$ cat config.mk
export PLATFORM = sky130hd
export DESIGN_NAME = mem_port_arbiter
export DESIGN_NICKNAME = d
export VERILOG_FILES = /design/src/rtl/mem_port_arbiter.sv
export SDC_FILE = /design/constraint.sdc
export NUM_CORES = 1
export LEC_CHECK = 0
export CAP_MARGIN = 30
export CORE_AREA = 2 2 107 109
export CTS_CLUSTER_DIAMETER = 50
export DETAILED_ROUTE_END_ITERATION = 16
export DIE_AREA = 0 0 109 111
export DONT_BUFFER_PORTS = 1
export SYNTH_ARGS = -nofsm -noshare
export SYNTH_HDL_FRONTEND = slang
export SYNTH_SLANG_ARGS = --single-unit
$ cat constraint.sdc
create_clock -name clk -period 2.5 [get_ports clk]
set_clock_uncertainty 0.15 [all_clocks]
set_input_delay 0.375 -clock clk [delete_from_list [all_inputs] [get_ports clk]]
set_output_delay 0.375 -clock clk [all_outputs]
set_load 0.1 [all_outputs]
$ cat src/rtl/mem_port_arbiter.sv
// Arbitrates IF fetch and MEM data access onto one single-ported memory.
// One transaction in flight; data has priority with a starvation guard for fetch.
module mem_port_arbiter #(
    parameter int unsigned ADDR_W     = 32,
    parameter int unsigned DATA_W     = 32,
    parameter int unsigned STARVE_MAX = 4
) (
    input  logic                clk,
    input  logic                reset,
    input  logic                if_req,
    input  logic [ADDR_W-1:0]   if_addr,
    output logic [DATA_W-1:0]   if_rdata,
    output logic                if_rvalid,
    output logic                if_stall,
    input  logic                dm_req,
    input  logic                dm_we,
    input  logic [DATA_W/8-1:0] dm_be,
    input  logic [ADDR_W-1:0]   dm_addr,
    input  logic [DATA_W-1:0]   dm_wdata,
    output logic [DATA_W-1:0]   dm_rdata,
    output logic                dm_rvalid,
    output logic                dm_stall,
    output logic                mem_req,
    output logic                mem_we,
    output logic [DATA_W/8-1:0] mem_be,
    output logic [ADDR_W-1:0]   mem_addr,
    output logic [DATA_W-1:0]   mem_wdata,
    input  logic                mem_ready,
    input  logic                mem_rvalid,
    input  logic [DATA_W-1:0]   mem_rdata
);
    localparam int unsigned BE_W       = DATA_W / 8;
    localparam logic [3:0]  STARVE_LIM = 4'(STARVE_MAX);

    typedef enum logic [1:0] {StIdle, StReq, StWait} state_e;

    state_e            r_state;
    state_e            w_state_d;
    logic [1:0]        r_owner;  // bit0 = fetch, bit1 = data, 00 = none
    logic [3:0]        r_starve_cnt;
    logic [3:0]        w_starve_d;
    logic              r_mem_req;
    logic              r_mem_we;
    logic [BE_W-1:0]   r_mem_be;
    logic [ADDR_W-1:0] r_mem_addr;
    logic [DATA_W-1:0] r_mem_wdata;

    logic w_done;
    logic w_arb;
    logic w_elig_if;
    logic w_elig_dm;
    logic w_grant_if;
    logic w_grant_dm;

    // On completion the owner is excluded: its request line is still up but already served.
    assign w_done     = (r_state == StWait) & mem_rvalid;
    assign w_arb      = (r_state == StIdle) | w_done;
    assign w_elig_if  = w_arb & if_req & ~(w_done & r_owner[0]);
    assign w_elig_dm  = w_arb & dm_req & ~(w_done & r_owner[1]);
    assign w_grant_dm = w_elig_dm & ~(w_elig_if & (r_starve_cnt == STARVE_LIM));
    assign w_grant_if = w_elig_if & ~w_grant_dm;

    always_ff @(posedge clk or negedge reset) begin
        if (!reset) begin
            r_state <= StIdle;
        end else begin
            r_state <= w_state_d;
        end
    end

    always_comb begin
        w_state_d = r_state;
        unique case (r_state)
            StIdle:  if (w_grant_if || w_grant_dm) w_state_d = StReq;
            StReq:   if (mem_ready) w_state_d = StWait;
            StWait: begin
                if (mem_rvalid) w_state_d = (w_grant_if || w_grant_dm) ? StReq : StIdle;
            end
            default: w_state_d = StIdle;
        endcase
    end

    always_comb begin
        w_starve_d = r_starve_cnt;
        if (w_grant_if || !if_req) begin
            w_starve_d = '0;
        end else if (w_grant_dm && (r_starve_cnt != STARVE_LIM)) begin
            w_starve_d = r_starve_cnt + 4'd1;
        end
    end

    always_ff @(posedge clk or negedge reset) begin
        if (!reset) begin
            r_owner      <= 2'b00;
            r_starve_cnt <= '0;
            r_mem_req    <= 1'b0;
            r_mem_we     <= 1'b0;
            r_mem_be     <= '0;
            r_mem_addr   <= '0;
            r_mem_wdata  <= '0;
        end else begin
            r_starve_cnt <= w_starve_d;
            if (w_grant_dm) begin
                r_owner     <= 2'b10;
                r_mem_req   <= 1'b1;
                r_mem_we    <= dm_we;
                r_mem_be    <= dm_be;
                r_mem_addr  <= dm_addr;
                r_mem_wdata <= dm_wdata;
            end else if (w_grant_if) begin
                r_owner     <= 2'b01;
                r_mem_req   <= 1'b1;
                r_mem_we    <= 1'b0;
                r_mem_be    <= '1;
                r_mem_addr  <= if_addr;
                r_mem_wdata <= '0;
            end else if (w_done) begin
                r_owner <= 2'b00;
            end else if ((r_state == StReq) && mem_ready) begin
                r_mem_req <= 1'b0;
            end
        end
    end

    always_comb begin
        if_rvalid = w_done & r_owner[0];
        dm_rvalid = w_done & r_owner[1];
        if_rdata  = mem_rdata;
        dm_rdata  = mem_rdata;
        if_stall  = if_req & ~if_rvalid;
        dm_stall  = dm_req & ~dm_rvalid;
    end

    assign mem_req   = r_mem_req;
    assign mem_we    = r_mem_we;
    assign mem_be    = r_mem_be;
    assign mem_addr  = r_mem_addr;
    assign mem_wdata = r_mem_wdata;

endmodule

==> results by stage, run 1 <==
Route:
- Dividing the detail-routed via count by the number of cells gives 5.58.
- The routed design has 10300 um of wire.
- After detailed routing, the average wire length per cell comes to 19.2 um.
- The number of design rule violations left after detail routing is 0.
- The routed layout has approximately 3000 vias.
- The number of detailed-route iterations in the first pass is 7.
- The count of antenna-violating nets left after detailed routing is 0.
- The number of DRC markers in iteration 0 is around 320.

Floorplan:
- The floorplan has 39 rows.
- Pin placement for this block handled between 200 and 300 I/O pins.
- For this configuration, the core starts out at a cell density of between 30% and 40%.
- The die covers approximately 12000 um^2.
- From bottom edge to top edge, the die measures around 110 um.
- In this run the horizontal extent of the chip is between 100 and 150 um.
- The core footprint is about 11000 um^2.

Worst setup path:
- For the worst setup path, the data required time is 2540 ps.
- In this run the worst path has a maximum fanout of 22.
- Data on the critical path arrives at its endpoint at around 2300 ps.
- The type of the setup path with the least slack is reg -> reg.
- The element type at the critical path start is a flip-flop.
- The endpoint type of the worst setup path is a flip-flop.

Clocking:
- The number of H-tree levels is 3.
- For this design, the sink count on the clock tree is 78.
- Clock-pin slew was measured on the worst setup and hold paths at around 60 ps.
- The later pin in the worst-skew pair is clocked with a latency of between 300 and 400 ps.
- The post-cts sizing count is 0.
- TritonCTS built the clock tree.
- TritonCTS created 9 clock buffers.
- The clock root buffer master is clkbuf_16.
- The maximum buffer depth of the clock tree is 2.

Synth:
- The net count after synthesis is 530.
- After synthesis, the largest family of logic cells by area is compound AO/OA/AOI/OAI gates.
- The synthesized area is 3890 um^2.
- The synthesized netlist devotes approximately a fifth of its cell area to compound gates.
- The netlist uses 34 different library cells.
- The part of the Yosys area used for sequential elements is roughly half.
- The xor-xnor portion of the synthesized cell area is less than 1%.
- The synthesis-stage register bit count is slightly below 80.
- Summing the areas of all and, or, nand and nor instances in the mapped netlist gives approximately 13% of the synthesized area.
- The multiplexer area fraction after synthesis is 0%.
- Synthesis handed over a netlist of about 400 instances.
- The Yosys step of the flow raised 0 warnings.
- After Yosys synthesis, full adders, half adders and majority gates account for less than 1% of the synthesized area.
- The synthesized area divided by synthesized cell count is ~10 um^2.

Global routing:
- The largest net degree at the start of global routing is 79.
- The via count of the first global-routing pass is 3083.
- The number of antenna violations at the first check in global routing is 0.
- Summed over all layers, the global routing overflow is 0.
- The first-pass GRT wire length is ~16000 um.
- The global-route usage over all layers is between 10% and 20%.

Finish:
- In the final layout, the share of cells above drive strength 1 is around 27%.
- The total inserted antenna cells is 0.
- The area growth from synthesis to layout is 16.3%.
- The most common cell after layout, fill and taps aside is buf_4.
- After filler insertion, the fill cell instance count of the layout stands at 1038.
- The top cell types in the final layout, fill and taps aside, are 83 x buf_4, 78 x dfrtp_1, 36 x o21ai_0.
- The total number of nets in the final design is around 530.

Worst hold path:
- The tightest min-delay check is of the in -> reg type.

Timing:
- The worst path needs 2240 ps of the cycle, external delays included.
- In this run the tightest slew margin relative to its limit is a little over a third.
- The final worst-path cycle share is 89.5%.
- Setup violations remaining at the end of the flow were counted as 0.
- Static timing analysis puts the maximum clock frequency at roughly 0.45 GHz.
- The count of final max-slew check failures came to 0.
- At the pin with the least slew margin, the transition time is approximately 970 ps.
- The final hold violation count is 0.
- Setup repair after global routing left no endpoint under its margin.
- The final-layout setup total negative slack is 0 ps.

Place:
- The final RePlAce weighted congestion is 0.777.
- The sum of net half-perimeters after detailed placement is a little over 7000 um.
- The count of buffers from port buffering is 0.

Outcome:
- The flow ran to the end, and the final reports show no timing, DRC or antenna violations.

Flow run:
- Max-cap violations in this run came to 0.
cells in the mapped netlist:
cell type / n / share of area (%)
nand2b_1: 2 / 0.32
and2_1: 2 / 0.32
xnor2_1: 1 / 0.22
inv_1: 4 / 0.39
clkbuf_1: 18 / 1.7
a21oi_2: 2 / 0.45
o21ai_2: 1 / 0.22
or4_1: 1 / 0.19
a211oi_1: 1 / 0.19
o22a_1: 4 / 0.90
buf_1: 2 / 0.19
dfrtp_1: 78 / 50
nor2b_1: 2 / 0.32
nand2_1: 7 / 0.67
nor2_1: 3 / 0.29
nand4b_1: 1 / 0.22
and3_1: 2 / 0.32
and4b_1: 1 / 0.26
buf_4: 64 / 12
o31ai_1: 2 / 0.39
ha_1: 2 / 0.64
a22o_1: 33 / 7.4
buf_2: 10 / 1.3
nand2b_2: 1 / 0.22
nor2_4: 1 / 0.29
a21oi_1: 4 / 0.51
a31oi_1: 32 / 5.1
buf_6: 1 / 0.29
o21ai_0: 36 / 4.6
and3b_1: 1 / 0.22
nor3_1: 33 / 4.2
nand2b_4: 1 / 0.35
a21o_1: 1 / 0.19
nand3_1: 35 / 4.5
registers in the layout, summed over array words and instances (netlist names):
signal,cells
mem_req,1
r_state,2
r_starve_cnt,4
mem_addr,32
mem_be,4
mem_wdata,32
r_owner,2
mem_we,1
logic make-up (layout without fill, tap and decap cells):
group | after synthesis | after routing
AOI/OAI and AO/OA | 116 | 116
buffers and inverters | 99 | 107
and+or+nand+nor | 93 | 93
DFF | 78 | 78
adders and majority gates | 2 | 2
xor gates and xnor gates | 1 | 1
path summary, 6_finish.rpt:
kind | startpoint | to | slack, ps | depth (start not counted)
max | r_owner[0] | mem_addr[6] | 260 | 5
min | mem_ready | r_state[0] | 8 | 1
max reg2reg | r_owner[0] | mem_addr[6] | 260 | 5
min reg2reg | mem_wdata[27] | mem_wdata[27] | 360 | 1
max in group asynchronous | reset | mem_wdata[2] | 1410 | 2
min in group asynchronous | reset | mem_addr[16] | 450 | 2
metrics by stage:
| stage | worst slack (ps) | hold slack (ps) | instances | area, um^2 | utilization, % |
|---|---|---|---|---|---|
| floorplan | 148 | -70.6 | 389 | 3900 | - |
| global placement | 352 | -68.8 | 521 | 4120 | 37.2 |
| detailed placement | 288 | -69.0 | 521 | 4120 | 37.2 |
| CTS | 286 | 1.07 | 540 | 4530 | 40.9 |
| global route | 67.7 | 11.4 | 540 | 4530 | 40.9 |
| finish | 263 | 7.94 | 540 | 4530 | 40.9 |
timing repair:
action | CTS | global route
buffers inserted | 0 | 0
hold buffers | 3 | 0
endpoints found under the hold margin | 79 | 0
worst max-delay path: stages, from the launching register on:
cell and delay [ps]:
dfrtp_1 380, nand2b_1 170, and2_1 200, o21ai_2 750, buf_4 330, a31oi_1 110
metal layers:
metal	vias up	GRT usage, %	routed length (um)
met5	-	0	0
met4	0	11.0	379
met3	50	4.82	929
met2	126	27.5	5210
met1	1481	20.5	3830
li1	1354	-	-
cell type report:
| type | instances | area (um^2) | share of cell area, % |
|---|---|---|---|
| Sequential cell | 78 | 1950 | 43.1 |
| Inverter | 4 | 15.0 | 0.332 |
| Clock buffer | 10 | 229 | 5.06 |
| Tap cell | 143 | 179 | 3.95 |
| Clock inverter | 6 | 134 | 2.96 |
| Multi-Input combinational cell | 212 | 1330 | 29.3 |
| Timing Repair Buffer | 87 | 691 | 15.3 |
Power of run 1 is not shown: default switching activity piles up to over one toggle a cycle in this logic, so the estimate is an artifact.
==> run 2, diff against run 1 <==
Settings changed: TNS_END_PERCENT set to 30.
==> results of run 2 <==
Same layout as run 1: the final DEF is identical, and so are final timing and power.
Power of run 2 is left out for the same reason.
